$ cat src/rtl/sprite_pkg.sv
// Shared types and widths for the double-buffered sprite list scanner.
package sprite_pkg;

   localparam int unsigned CANVAS_WIDTH  = 100;
   localparam int unsigned CANVAS_HEIGHT = 100;
   localparam int unsigned NUM_FRAMES    = 100;
   localparam int unsigned MAX_SPRITES   = 16;

   localparam int unsigned X_W   = $clog2(CANVAS_WIDTH);
   localparam int unsigned Y_W   = $clog2(CANVAS_HEIGHT);
   localparam int unsigned F_W   = $clog2(NUM_FRAMES);
   localparam int unsigned IDX_W = $clog2(MAX_SPRITES);
   localparam int unsigned CNT_W = IDX_W + 1;

   typedef struct packed {
      logic [X_W-1:0] x;
      logic [Y_W-1:0] y;
      logic [F_W-1:0] frame;
   } sprite_rec_t;

   typedef enum logic [1:0] {
      ST_IDLE,
      ST_SCAN,
      ST_DONE
   } state_t;

   // True when every field of a record lies inside its legal range.
   function automatic logic rec_in_range(input sprite_rec_t r);
      return (r.x < X_W'(CANVAS_WIDTH)) && (r.y < Y_W'(CANVAS_HEIGHT)) &&
             (r.frame < F_W'(NUM_FRAMES));
   endfunction

endpackage

$ cat src/rtl/sprite_bank.sv
// One sprite bank: record storage, active vector, one write port,
// combinational read port and synchronous clear of all active bits.
module sprite_bank
   import sprite_pkg::*;
(
   input  logic             clk,
   input  logic             i_clear_all,
   input  logic             i_we,
   input  logic [IDX_W-1:0] i_wr_idx,
   input  sprite_rec_t      i_wr_rec,
   input  logic [IDX_W-1:0] i_rd_idx,
   output sprite_rec_t      o_rd_rec_c,
   output logic             o_rd_active_c
);

   sprite_rec_t            r_mem [MAX_SPRITES];
   logic [MAX_SPRITES-1:0] r_active;

   // Clear wins over a same-cycle write so a freshly swapped-in bank starts empty.
   always_ff @(posedge clk) begin
      if (i_clear_all) begin
         r_active <= '0;
      end else if (i_we) begin
         r_active[i_wr_idx] <= 1'b1;
      end
      if (i_we) begin
         r_mem[i_wr_idx] <= i_wr_rec;
      end
   end

   assign o_rd_rec_c    = r_mem[i_rd_idx];
   assign o_rd_active_c = r_active[i_rd_idx];

endmodule

$ cat src/rtl/sprite_list_scanner.sv
// Double-buffered sprite table: swaps banks on new_frame and streams the
// previous write bank out one active record per valid/ready handshake.
module sprite_list_scanner
   import sprite_pkg::*;
(
   input  logic             pixel_clk_in,
   input  logic             rst_in,
   input  logic             new_frame,
   input  logic             wr_en,
   input  logic [IDX_W-1:0] wr_idx,
   input  logic [X_W-1:0]   wr_x,
   input  logic [Y_W-1:0]   wr_y,
   input  logic [F_W-1:0]   wr_frame,
   output logic             wr_err,
   output logic             sprite_valid,
   input  logic             sprite_ready,
   output logic [X_W-1:0]   x,
   output logic [Y_W-1:0]   y,
   output logic [F_W-1:0]   frame,
   output logic [IDX_W-1:0] sprite_idx,
   output logic             frame_done,
   output logic             busy,
   output logic             overrun
);

   state_t           r_state, w_state_nxt;
   logic [CNT_W-1:0] r_idx, w_idx_nxt;
   logic             r_bank_sel, w_bank_sel_nxt;
   logic             r_valid, w_valid_nxt;
   sprite_rec_t      r_rec, w_rec_nxt;
   logic [IDX_W-1:0] r_sprite_idx, w_sprite_idx_nxt;
   logic             r_frame_done, w_frame_done_nxt;
   logic             r_busy, w_busy_nxt;
   logic             r_overrun, w_overrun_nxt;
   logic             r_wr_err;

   logic             w_swap, w_out_free, w_wr_ok, w_rd_sel;
   sprite_rec_t      w_wr_rec;
   sprite_rec_t      w_rd_rec [2];
   logic [1:0]       w_rd_active, w_bank_we, w_bank_clr;

   assign w_wr_rec = '{x: wr_x, y: wr_y, frame: wr_frame};
   assign w_wr_ok  = wr_en && rec_in_range(w_wr_rec) &&
                     (CNT_W'(wr_idx) < CNT_W'(MAX_SPRITES));
   assign w_swap   = (r_state == ST_IDLE) && new_frame;
   assign w_rd_sel = ~r_bank_sel;

   // bank_sel names the write bank; the other one is scanned and is cleared on swap.
   for (genvar b = 0; b < 2; b++) begin : g_bank
      assign w_bank_we[b]  = w_wr_ok && !rst_in && (r_bank_sel == 1'(b));
      assign w_bank_clr[b] = rst_in || (w_swap && (r_bank_sel != 1'(b)));

      sprite_bank u_bank (
         .clk           (pixel_clk_in),
         .i_clear_all   (w_bank_clr[b]),
         .i_we          (w_bank_we[b]),
         .i_wr_idx      (wr_idx),
         .i_wr_rec      (w_wr_rec),
         .i_rd_idx      (r_idx[IDX_W-1:0]),
         .o_rd_rec_c    (w_rd_rec[b]),
         .o_rd_active_c (w_rd_active[b])
      );
   end

   always_comb begin
      w_state_nxt      = r_state;
      w_idx_nxt        = r_idx;
      w_bank_sel_nxt   = r_bank_sel;
      w_valid_nxt      = r_valid;
      w_rec_nxt        = r_rec;
      w_sprite_idx_nxt = r_sprite_idx;
      w_frame_done_nxt = 1'b0;
      w_busy_nxt       = r_busy;
      w_overrun_nxt    = r_overrun;
      w_out_free       = !r_valid || sprite_ready;

      case (r_state)
         ST_IDLE: begin
            if (new_frame) begin
               w_state_nxt    = ST_SCAN;
               w_bank_sel_nxt = ~r_bank_sel;
               w_idx_nxt      = '0;
               w_busy_nxt     = 1'b1;
            end
         end
         ST_SCAN: begin
            if (new_frame) begin
               w_overrun_nxt = 1'b1;
            end
            // The index advances as a record is loaded, so a consume and the next lookup overlap.
            if (w_out_free) begin
               w_valid_nxt = 1'b0;
               if (r_idx == CNT_W'(MAX_SPRITES)) begin
                  w_state_nxt      = ST_DONE;
                  w_frame_done_nxt = 1'b1;
                  w_busy_nxt       = 1'b0;
               end else if (w_rd_active[w_rd_sel]) begin
                  w_valid_nxt      = 1'b1;
                  w_rec_nxt        = w_rd_rec[w_rd_sel];
                  w_sprite_idx_nxt = r_idx[IDX_W-1:0];
                  w_idx_nxt        = r_idx + CNT_W'(1);
               end else begin
                  w_idx_nxt = r_idx + CNT_W'(1);
                  if (r_idx == CNT_W'(MAX_SPRITES - 1)) begin
                     w_state_nxt      = ST_DONE;
                     w_frame_done_nxt = 1'b1;
                     w_busy_nxt       = 1'b0;
                  end
               end
            end
         end
         ST_DONE: begin
            if (new_frame) begin
               w_overrun_nxt = 1'b1;
            end
            w_state_nxt = ST_IDLE;
         end
         default: w_state_nxt = ST_IDLE;
      endcase
   end

   always_ff @(posedge pixel_clk_in) begin
      if (rst_in) begin
         r_state      <= ST_IDLE;
         r_idx        <= '0;
         r_bank_sel   <= 1'b0;
         r_valid      <= 1'b0;
         r_rec        <= '0;
         r_sprite_idx <= '0;
         r_frame_done <= 1'b0;
         r_busy       <= 1'b0;
         r_overrun    <= 1'b0;
         r_wr_err     <= 1'b0;
      end else begin
         r_state      <= w_state_nxt;
         r_idx        <= w_idx_nxt;
         r_bank_sel   <= w_bank_sel_nxt;
         r_valid      <= w_valid_nxt;
         r_rec        <= w_rec_nxt;
         r_sprite_idx <= w_sprite_idx_nxt;
         r_frame_done <= w_frame_done_nxt;
         r_busy       <= w_busy_nxt;
         r_overrun    <= w_overrun_nxt;
         r_wr_err     <= wr_en && !w_wr_ok;
      end
   end

   assign wr_err       = r_wr_err;
   assign sprite_valid = r_valid;
   assign x            = r_rec.x;
   assign y            = r_rec.y;
   assign frame        = r_rec.frame;
   assign sprite_idx   = r_sprite_idx;
   assign frame_done   = r_frame_done;
   assign busy         = r_busy;
   assign overrun      = r_overrun;

endmodule

$ cat config.mk
export PLATFORM = sky130hd
export DESIGN_NAME = sprite_list_scanner
export DESIGN_NICKNAME = d
export VERILOG_FILES = /design/src/rtl/sprite_pkg.sv /design/src/rtl/sprite_bank.sv /design/src/rtl/sprite_list_scanner.sv
export SDC_FILE = /design/constraint.sdc
export NUM_CORES = 1
export LEC_CHECK = 0
export CORE_ASPECT_RATIO = 0.9
export CORE_MARGIN = 1
export CORE_UTILIZATION = 40
export DETAILED_ROUTE_END_ITERATION = 10
export PLACE_DENSITY = 0.66
export SYNTH_ARGS = -nofsm -noshare
export SYNTH_HDL_FRONTEND = slang
export SYNTH_SLANG_ARGS = --single-unit
$ cat constraint.sdc
create_clock -name pixel_clk_in -period 2.5 [get_ports pixel_clk_in]
set_input_delay 0.25 -clock pixel_clk_in [delete_from_list [all_inputs] [get_ports pixel_clk_in]]
set_output_delay 0.25 -clock pixel_clk_in [all_outputs]
set_load 0.02 [all_outputs]
# After elaboration in Yosys (flattened, before gate mapping)
# Memories as Yosys holds them, arrays and structs flattened. A register that Yosys moved wholly into a read port is not among the register bits.
# Cells that the tools add are included.
# word_totals
mem_bits_rw	672
word_cells	109
n_memories	2
regBits	70
input_bits	30
output_inout_bits	30
# op_classes
bitwise_logic	7
magnitude_cmp	8
n_mux	40
reduce_logical	28
eq_ne	9
add_sub_neg	1
# memory_table
memory	words	width	read_ports	rd_clocked_by_memory_dff	wr	line_no	rtl
g_bank[0].u_bank.r_mem	16	21	1	1	1	sprite_bank.sv:16	sprite_rec_t r_mem [MAX_SPRITES];
g_bank[1].u_bank.r_mem	16	21	1	1	1	sprite_bank.sv:16	
# op_table
op	count
$mux 21	3
$or 16x16->16	2
$lt 7x7->1 const B	3
$mux 1	19
$mux 4	4
$mux 5	3
$reduce_and 4->1	3
$logic_and 1x1->1	11
$lt 4x5->1 const B	2
$mux 2	5
$pmux 5 s2	1
$bmux 1 s4	2
$ne 2x2->1 const B	3
$ne 3x3->1 const B	2
$reduce_and 2->1	3
$add 5x1->5 const B	1
$eq 5x4->1 const B	1
$eq 5x5->1 const B	1
$reduce_and 5->1	1
$demux 1 s4	1
$ge 4x1->1 const B	1
$not 1->1	4
$pmux 2 s2	1
$logic_not 1->1	3
other kinds (11)	13

# Depth between registers and ports, before layout
# Gate-level depths: netlist (run 1).
# depth
ltp_word	8
depth_mapped	9
depth_no_buf	7

# Hierarchy
# Synthesis (run 1) repeated with hierarchy kept, for this count alone.
# hier_totals
cells_unflattened	1400
hier_area_um2	28752.6
# by_module_without_submodules
mod	cells_each	instances	seq_area_each_um2	area_each_um2
sprite_bank at g_bank[0].u_bank	605	1	10410.0	13455.4
sprite_bank at g_bank[1].u_bank	604	1	10410.0	13425.4
sprite_list_scanner	191	1	760.7	1871.8

# Worst setup path after synthesis (run 1)
# OpenSTA, ideal clock, no wires.
# synth_path
kind	input port to flip-flop
startpoint	in wr_y[4]
endpoint	mem g_bank[1].u_bank.r_mem[3][0] (netlist bit), enable pin
setup_ns	0.400
path_stages	4
path_buffers	0
arrival_ns	2.328
t_required_ns	2.100
setup_slack_ns	-0.228
path_cell_list	o311a_1 -> nor4b_1 -> nand4_1 -> nor2_1
# synth_via
elab_chain_len	8
# synth_rtl
item	line_no	rtl
start: declaration	sprite_list_scanner.sv:12	input logic [Y_W-1:0] wr_y,
$lt 7x7->1	sprite_pkg.sv:29	return (r.x < X_W'(CANVAS_WIDTH)) && (r.y < Y_W'(CANVAS_HEIGHT)) &&
$logic_and 1x1->1 (2 in a row)	sprite_pkg.sv:29	
$logic_and 1x1->1	sprite_list_scanner.sv:43	assign w_wr_ok = wr_en && rec_in_range(w_wr_rec) &&
$logic_and 1x1->1 (2 in a row)	sprite_list_scanner.sv:50	assign w_bank_we[b] = w_wr_ok && !rst_in && (r_bank_sel == 1'(b));
$mux 1	sprite_bank.sv:26	if (i_we) begin
$mux 1 (implied by the code)	sprite_bank.sv:27	r_mem[i_wr_idx] <= i_wr_rec;
end: declaration	sprite_bank.sv:16	
# No other way between the ends.

==> results of run 1 <==
-- worst max-delay path: stages (launching register included) --
cell and delay (ns):
dfxtp_4 0.39, buf_16 0.21, mux4_2 0.54, a22o_1 0.27, a221o_1 0.40, o31ai_4 0.27, buf_4 0.16, mux2i_1 0.07
-- layout make-up --
cell class	count	area [um^2]	area share, %
inverters	8	30.03	0.08679
multi-input cells	683	6894	19.93
clock inverters	43	455.4	1.316
flip-flops and latches	746	21670	62.63
clock buffers	91	1936	5.594
well taps	950	1189	3.435
repair buffers	212	2426	7.012
-- logic make-up after synthesis --
kind of cell | count (synthesis)
buffers and inverters | 99
xor gates and xnor gates | 3
and+or+nand+nor | 179
AOI/OAI and AO/OA | 203
DFF | 746
adders and majority gates | 6
muxes | 292
-- per-stage QoR --
| stage | instance area [um^2] | cells |
|---|---|---|
| after detailed placement | 32110 | 2598 |
| after global routing | 34600 | 2733 |
| final | 34600 | 2733 |
| after global placement | 32110 | 2598 |
| after floorplan | 28880 | 1528 |
| after CTS | 34540 | 2732 |
-- cell usage after synthesis (all sizes together), types with 3 or more instances --
| cell type | count |
|---|---|
| edfxtp | 672 |
| mux2 | 173 |
| mux4 | 87 |
| o22ai | 84 |
| dfxtp | 74 |
| clkbuf | 69 |
| nand2 | 47 |
| nor2 | 45 |
| nor3 | 45 |
| mux2i | 32 |
| o21a | 32 |
| a221o | 22 |
| buf | 22 |
| a22o | 21 |
| o31ai | 21 |
| inv | 8 |
| nand2b | 7 |
| ha | 6 |
| nor2b | 6 |
| a21oi | 5 |
| nor3b | 5 |
| or2 | 4 |
| a221oi | 3 |
| a22oi | 3 |
| nand3 | 3 |
| o311a | 3 |
-- final timing paths --
path,start,to,depth (start not counted)
setup / recovery,flop,frame[4],7
hold / removal,new_frame,overrun,3
setup reg to reg,flop,frame[4],7
hold reg to reg,sprite_idx[1],sprite_idx[1],2
-- sequential cells by signal, indices dropped and copies added (netlist names), named ones only --
register,cells
busy,1
wr_err,1
r_bank_sel,1
g_bank.u_bank.r_active,32
g_bank.u_bank.r_mem,672
r_idx,5
r_state,2
overrun,1
sprite_idx,4
sprite_valid,1
frame,7
frame_done,1
y,7
x,7
-- power groups by stage --
stage / Sequential [uW] / Combinational [uW] / Clock, uW
detailed placement: 14100 / 3090 / 0
global route: 13800 / 3350 / 11600
floorplan: 14100 / 1700 / 0
finish: 13800 / 3140 / 11000
global placement: 14100 / 3070 / 0
CTS: 13800 / 3130 / 11200
-- timing repair --
| item | in CTS | in global routing |
|---|---|---|
| setup endpoints to repair | 8 | 46 |
| hold endpoints to repair | 0 | 0 |
| gates resized for setup | 7 | 10 |
| setup buffers | 0 | 1 |
-- routing by layer --
metal  GRT usage, %  vias to the layer above  share of wire (%)
met5              0                        -              0.019
met4          5.036                        2                2.2
met3          4.386                       90                7.4
met2          30.49                      558                 47
met1          26.80                     7911                 43
li1               -                     6618                  -
==> qor.txt, run 1 <==
status: completed
via/cell ratio: 5.554
Crit Path Class: reg -> reg
Worst setup EP type: flop
Initial Util: 40.36%
pwr dens: 807.0 nW/um^2
Num CTS Buffers: 73
clock slew at the register clock pins of the worst setup and hold paths: 0.06 ns
Ports: 60
share of layout cells above drive strength 1: 32.25%
Avg Cell Area, Syn: 18.87 um^2
leading cell types in the layout, fill and taps excluded: 672 x edfxtp_1, 173 x mux2_2, 98 x buf_4
mux cell area share after synthesis: 14.70%
fillers: 5,838
post-synthesis net count: 1,564
WHS: 0.3708 ns
Placer Congestion: 0.8314
crit-path max FO: 22
Design Power: 27,920 uW
number of global-route vias before repair: 15,350
initial antenna violation count: 2
# rows: 93
DRT Pass-1 Iters: 5
CTS tree: built
die area: 73,160 um^2
max-cap violations: 0
cell area after synthesis: 28,830 um^2
largest net degree at the start of global routing: 43
Vias: 15,180
Psw: 6453 uW
number of flops mapped to enable cells by yosys: 672
clock tree buffer depth: 3
Synth Register Bits: 746
simple logic cell fraction of the synthesized area: 3.038%
drt drc: 0
CTS sink count: 746
antenna cells: 0
core footprint: 71,450 um^2
biggest area consumer among synthesized cells: edfxtp_1
setup_tns: 0 ns
first-pass GRT wire length: 102,500 um
area grow syn2layout: 20.00%
gr usage total: 19.25%
DR WL/cell: 25.66 um
Hold WC Path Type: in -> reg
# H-tree levels: 3
Synth Area in Compound Gates: 5.220%
Layout Skew: 0.01463 ns
DIE HEIGHT: 256.7 um
WL final: 70,140 um
nets: 1,760
1st-iter DRT viols: 1,556
xor/xnor share of the synthesized area: 0.09113%
internal reg-to-reg setup slack: 0.04 ns
cell internal pwr: 21,470 uW
largest family of logic cells by synthesized area: multiplexers
Slew Limit Fails: 0
I/O Buffers: 59
Distinct cells, synth: 56
pre-CTS setup slack: -0.5293 ns
Slew @ Worst Pin: 0.7119 ns
combinational share of power: 11.3%
clock root cell: clkbuf_16
Overflow after GRT: 0
final worst-path cycle share: 98.39%
Seq/Total Area, Yosys: 75.13%
Yosys top cell area share: 69.99%
worst setup margin: 0.04014 ns
static leakage: 0.01106 uW
Syn Inst Count: 1,528
DP HPWL: 45,160 um
main area contributors after synthesis: edfxtp_1 70%, mux2_2 6.8%, mux4_2 6.6%
Worst VDD drop: 0.6664 mV
Critical Path AT: 2.95 ns
Clock Latency Late Sink: 0.62 ns
switch share: 23.11%
Adder-Cell Fraction of Synth Area: 0.2604%
Final Core Density: 48.43%
Fin. Hold Viols: 0
Top FF cell, synth: edfxtp_1
RSZ-0062 raised after global routing: yes
# hold bufs at CTS: 0
Final Setup Violations: 0
fmax: 406.5 MHz
die extent in x: 285.0 um
synth warn: 0
Clock power frac: 39.3%
post-route antenna net violation count: 0
Seq pwr share: 49.4%
share of synthesized flip-flops with an asynchronous set or reset: 0%
commonest non-fill, non-tap cell in the layout: edfxtp_1
Critical Path Source Type: flop
Crit path required time: 2.99 ns
crit path time final: 2.460 ns
Slew HR: 52.54%
(Power assumes the default switching activity.)
==> inputs of run 2 (changes only) <==
- CORE_ASPECT_RATIO: 0.9 -> 0.7
- PLACE_DENSITY: 0.66 -> 0.64
- clock period: 2.5 -> 2.35 ns (I/O delays scaled with it)
==> run 2 against run 1 <==
Net effect: sequential power rose by 6%; the run now ends with setup timing left; clock power barely moved; combinational power rose by 18%; first-iteration DRC count rose by 6.6%; cell count rose by 1.4%; register-to-register slack got worse by 0.15 ns; setup slack got worse by 0.15 ns; largest cell class unchanged; total power rose by 4.4%; via count rose by 2.4%.
==> qor.txt, run 2 (synthesis results as in run 1) <==
Num CTS Buffers: 70
commonest non-fill, non-tap cell in the layout: edfxtp_1
post-route antenna net violation count: 0
Fin. Hold Viols: 0
worst setup margin: -0.1066 ns
clock slew at the register clock pins of the worst setup and hold paths: 0.06 ns
fillers: 5,745
antenna cells: 0
# H-tree levels: 3
Crit path required time: 2.84 ns
Slew @ Worst Pin: 1.031 ns
clock tree buffer depth: 3
initial antenna violation count: 1
RSZ-0062 raised after global routing: yes
leading cell types in the layout, fill and taps excluded: 672 x edfxtp_1, 173 x mux2_2, 143 x buf_4
DIE HEIGHT: 226.6 um
gr usage total: 20.26%
drt drc: 0
die extent in x: 322.9 um
1st-iter DRT viols: 1,659
Vias: 15,540
share of layout cells above drive strength 1: 35.52%
Hold WC Path Type: in -> reg
max-cap violations: 0
core footprint: 70,540 um^2
Ports: 60
Overflow after GRT: 0
fin area: 34,940 um^2
Critical Path Source Type: flop
Placer Congestion: 0.8854
via/cell ratio: 5.610
biggest regs: g_bank.u_bank.r_mem x672, g_bank.u_bank.r_active x32
die area: 73,180 um^2
hold path startpoint: wr_frame[0]
DP Area: 32,350 um^2
crit-path max FO: 5
Critical Path AT: 2.94 ns
Slew HR: 31.22%
Clock Latency Late Sink: 0.60 ns
Final Core Density: 49.54%
# hold bufs at CTS: 0
CTS sink count: 746
clock root cell: clkbuf_16
final worst-path cycle share: 104.5%
first-pass GRT wire length: 106,200 um
Worst setup EP type: flop
Layout Skew: 0.01944 ns
pwr dens: 834.5 nW/um^2
Post-Place Cells: 2,646
number of global-route vias before repair: 15,660
DR WL/cell: 26.41 um
fin cells: 2,770
CTS tree: built
nets: 1,804
DRT Pass-1 Iters: 5
area grow syn2layout: 21.19%
WL final: 73,170 um
max FFs per register: 672
I/O Buffers: 59
failing checks: setup timing
# rows: 81
Worst VDD drop: 0.7169 mV
Final Setup Violations: 10
crit path time final: 2.457 ns
Slew Limit Fails: 0
DP HPWL: 48,100 um
Crit Path Class: reg -> reg
Initial Util: 40.88%
largest net degree at the start of global routing: 36
static leakage: 0.01127 uW
fmax: 407.1 MHz
Reg with most FFs: g_bank.u_bank.r_mem
status: complete, but fails checks
## run 2: metrics by stage
stage	TNS [ns]	hold slack, ns	total power [uW]	setup slack, ns
6_report	-0.3584	0.3402	29160	-0.1066
5_1_grt	-1.095	0.3411	30030	-0.1598
3_5_place_dp	-225.79	0.4530	18350	-0.4464
4_1_cts	-0.4141	0.3252	29250	-0.08332
3_3_place_gp	-223.80	0.4415	18300	-0.4223
2_1_floorplan	-166.63	0.3339	16770	-0.3105
## run 2: layout make-up
cell class / instances / area, um^2 / area share [%]
clock buffers: 93 / 1962 / 5.614
clock inverters: 27 / 173.9 / 0.4977
inverters: 8 / 30.03 / 0.08594
multi-input cells: 683 / 7133 / 20.41
flip-flops and latches: 746 / 21670 / 62.02
well taps: 954 / 1194 / 3.416
repair buffers: 259 / 2778 / 7.949
## run 2: final timing paths
check | to | slack (ns) | depth (start not counted)
max | frame[3] | -0.11 | 8
min | g_bank[0].u_bank.r_mem[15][0] | 0.34 | 1
min reg2reg | y[4] | 0.46 | 2
max reg2reg | frame[3] | -0.11 | 8
## run 2: metal layers
layer  routed length, um  vias to the layer above  GRT usage (%)
li1                    -                     6691              -
met1               32430                     8110          29.72
met2               32710                      635          30.27
met3                6513                      104          4.921
met4                1511                        0          5.060
met5                   0                        -              0
## run 2: where the power goes
part	switching, uW	total (uW)	internal (uW)
registers	69.2	14600	14600
logic	2050	3720	1680
clock network	4730	10800	6060
total	6850	29200	22300
## run 2: repair_timing
item	in CTS	in global routing
pin swaps	9	6
cloned	1	0
endpoints found under the setup margin	27	23
gates resized for setup	44	25
setup buffers	3	2
## run 2: worst max-delay path, stage by stage, from the launching register on
cell and delay, ns:
dfxtp_4 0.36, buf_12 0.15, buf_12 0.13, mux4_2 0.51, a22o_4 0.31, a221o_1 0.38, o31ai_2 0.27, buf_4 0.16
mux2i_1 0.05
==> inputs of run 3 (changes only) <==
- CTS_CLUSTER_SIZE: not set -> 25
==> results of run 3 <==
No change in the layout: final DEF, timing and power equal those of run 2.
==> variant, RTL diff (settings of run 2) <==
Re-encode `state_t` (3 states) as one-hot, 3 bits wide.
--- a/src/rtl/sprite_pkg.sv
+++ b/src/rtl/sprite_pkg.sv
@@ -19,8 +19,8 @@
    } sprite_rec_t;
 
-   typedef enum logic [1:0] {
-      ST_IDLE,
-      ST_SCAN,
-      ST_DONE
+   typedef enum logic [2:0] {
+      ST_IDLE = 3'b001,
+      ST_SCAN = 3'b010,
+      ST_DONE = 3'b100
    } state_t;
 
Formal check against the unedited RTL: same outputs for any inputs over 4 cycles, from zero or initial values and one cycle with rst_in high; so few cycles prove little.
==> variant against run 2 <==
Via count up 1.8%; highest routed layer unchanged; routed wire length up 4.7%; setup slack better by 6.3 ps; final area up 0.90%; the flow still finishes with violations (setup timing); synthesized area down 0.14%; sequential cell count up 1; critical endpoint is now x[5]; count of clock-buffer cells in the layout down 5.
Power is not compared: it rests on default switching activity, and its combinational part moved more than twofold at a synthesized area within 25%.
==> variant: results (changes against run 2) <==
cells_and_area:
  antenna_cells: 0  # unchanged
  nFillCells: 5728  # -0.30%
  largestRegisters: "g_bank.u_bank.r_mem: 672 flops, g_bank.u_bank.r_active: 32 flops"
  drive_gt1_share_pct: 32.6  # -2.9 points
  fin_nets: 1802  # -0.11%
yosys:
  synthFlopType: "edfxtp_1"
  synth_edf_count: 672  # unchanged
  synth_fp_nets: 1553  # -0.70%
  yosys_warnings: 0  # unchanged
  ys_top_cells_by_area: "edfxtp_1 70%, mux4_2 6.8%, dfxtp_1 5.2%"
  async_flop_share_pct: 0  # unchanged
  ys_seq_area_share_pct: 75.3  # +0.18 points
  yosys-top-cells-count: "672 x edfxtp_1, 89 x mux2_2, 87 x mux4_2"
  netlist-cell-type-count: 59  # +5.4%
placed_design:
  gp_congestion: 0.883  # -0.33%
  buffer_ports.inserted: 59  # unchanged
  post-place-ws_ps: -735  # -289 ps
  place_area_um2: 32600  # +0.77%
  place_hpwl_um: 49800  # +3.6%
global_routing:
  grt_overflow: 0  # unchanged
  grt_max_degree: 52  # +44%
  gr-usage-all-layers_pct: 21.3  # +1.0 points
  grt_antenna_before_repair: 4  # +3
  grt_pass1_wl_um: 110000  # +3.9%
critical_path:
  startpoint_type: "flip-flop"
  arrival_ps: 2930  # about the same
  crit_family: "compound AO/OA/AOI/OAI gates"
  slowest_delay_ps: 580  # +70 ps
  crit_fanout: 12  # +7
  endpoint: "x[5]"
  cp_slowest_cell: "mux4_2"
routing:
  route.vias.total: 15817  # +1.8%
  first_pass_iters: 5  # unchanged
  drt_iter0_drc: 2053  # +24%
  routed_wirelength_um: 76600  # +4.7%
status:
  violations: "setup timing"
  status: "complete, but fails checks"
timing:
  setup_ws_ps: -100  # +6.26 ps
  clock_skew_ps: 24.6  # +5.19 ps
  finalSetupViolations: 17  # +7
  slew_headroom_pct: 32.8  # +1.6 points
clock_tree:
  cts_buffers: 69  # -1.4%
  clock_latency_ps: 620  # +20 ps
  root_buffer: "clkbuf_16"
  clk_pin_slew_ps: 60  # about the same
  clk_path_buf_depth: 3  # unchanged
  cts_max_level: 3  # unchanged
worst_hold_path:
  hp-class: "primary input to flip-flop"
power:
  ir_drop_mv: 0.603
  leakage_nw: 11.3
-- variant: changes by cell type in the layout (fill, tap and decap cells not counted), sizes merged, moves of 19 or more --
cell | before | now
a22o | 21 | 42
mux2 | 173 | 89
mux2i | 32 | 85
nor3 | 45 | 26
a2111oi | 0 | 21
nor2b | 6 | 26
a211oi | 1 | 22
o22ai | 84 | 43
-- variant: per-stage QoR --
stage,setup TNS (ps),std cells,utilization [%],total power [mW]
5_1_grt,-2100,2777,50.0,27.6
3_3_place_gp,-378910,2648,46.2,15.8
2_1_floorplan,-62020,1520,-,15.1
4_1_cts,-673,2776,49.8,27.1
6_report,-899,2777,50.0,26.9
3_5_place_dp,-367320,2648,46.2,15.8
-- variant: tightest hold or removal path: cells and delay by family --
| kind | cells | cell delay (ps) |
|---|---|---|
| buffers and inverters | 1 | 500 |
| AO/OA/AOI/OAI | 1 | 90 |
| AND/OR/NAND/NOR | 1 | 70 |
-- variant: final cells by class --
type                       instances  area share, %
clock inverter                    37           1.11
inverter                           9         0.0958
tap                              954           3.39
timing repair buffer             270           8.63
sequential                       747           61.5
multi-input combinational        672           20.0
clock buffer                      88           5.31
-- variant: how the worst min path moves through the flow --
stage / start / to / cells past startpoint / slack (ps)
after global placement: g_bank[0].u_bank.r_active[7] / g_bank[0].u_bank.r_active[7] / 1 / 440
after floorplan: rst_in / r_state[0] / 1 / 330
after detailed placement: g_bank[0].u_bank.r_active[7] / g_bank[0].u_bank.r_active[7] / 1 / 450
final: new_frame / overrun / 3 / 340
after global routing: new_frame / overrun / 3 / 360
after CTS: new_frame / overrun / 3 / 320
-- variant: routing by layer --
metal | GRT usage, % | share of wire [%]
met4 | 4.89 | 2.0
met1 | 30.6 | 43
met2 | 33.0 | 46
met3 | 4.72 | 8.4
met5 | 0 | 0
-- variant: timing repair --
| item | CTS | global route |
|---|---|---|
| cloned | 1 | 1 |
| resized for setup | 49 | 33 |
| pin swaps | 6 | 4 |
| setup buffers | 4 | 0 |
| endpoints found under the setup margin | 184 | 42 |
-- variant: cell families after synthesis --
logic type,Yosys count,share of synthesized area (%)
fa+ha+maj,3,0.130
flops,747,75.3
mux,263,13.4
simple gates,172,3.09
compound gates,230,6.22
xor+xnor,4,0.122
buf+inv,101,1.70
-- variant: power by group --
group	internal, mW	switching (mW)	total [mW]
combinational	0.377	0.665	1.04
clock	6.54	4.84	11.4
sequential	14.5	0.0249	14.5
total	21.4	5.53	26.9
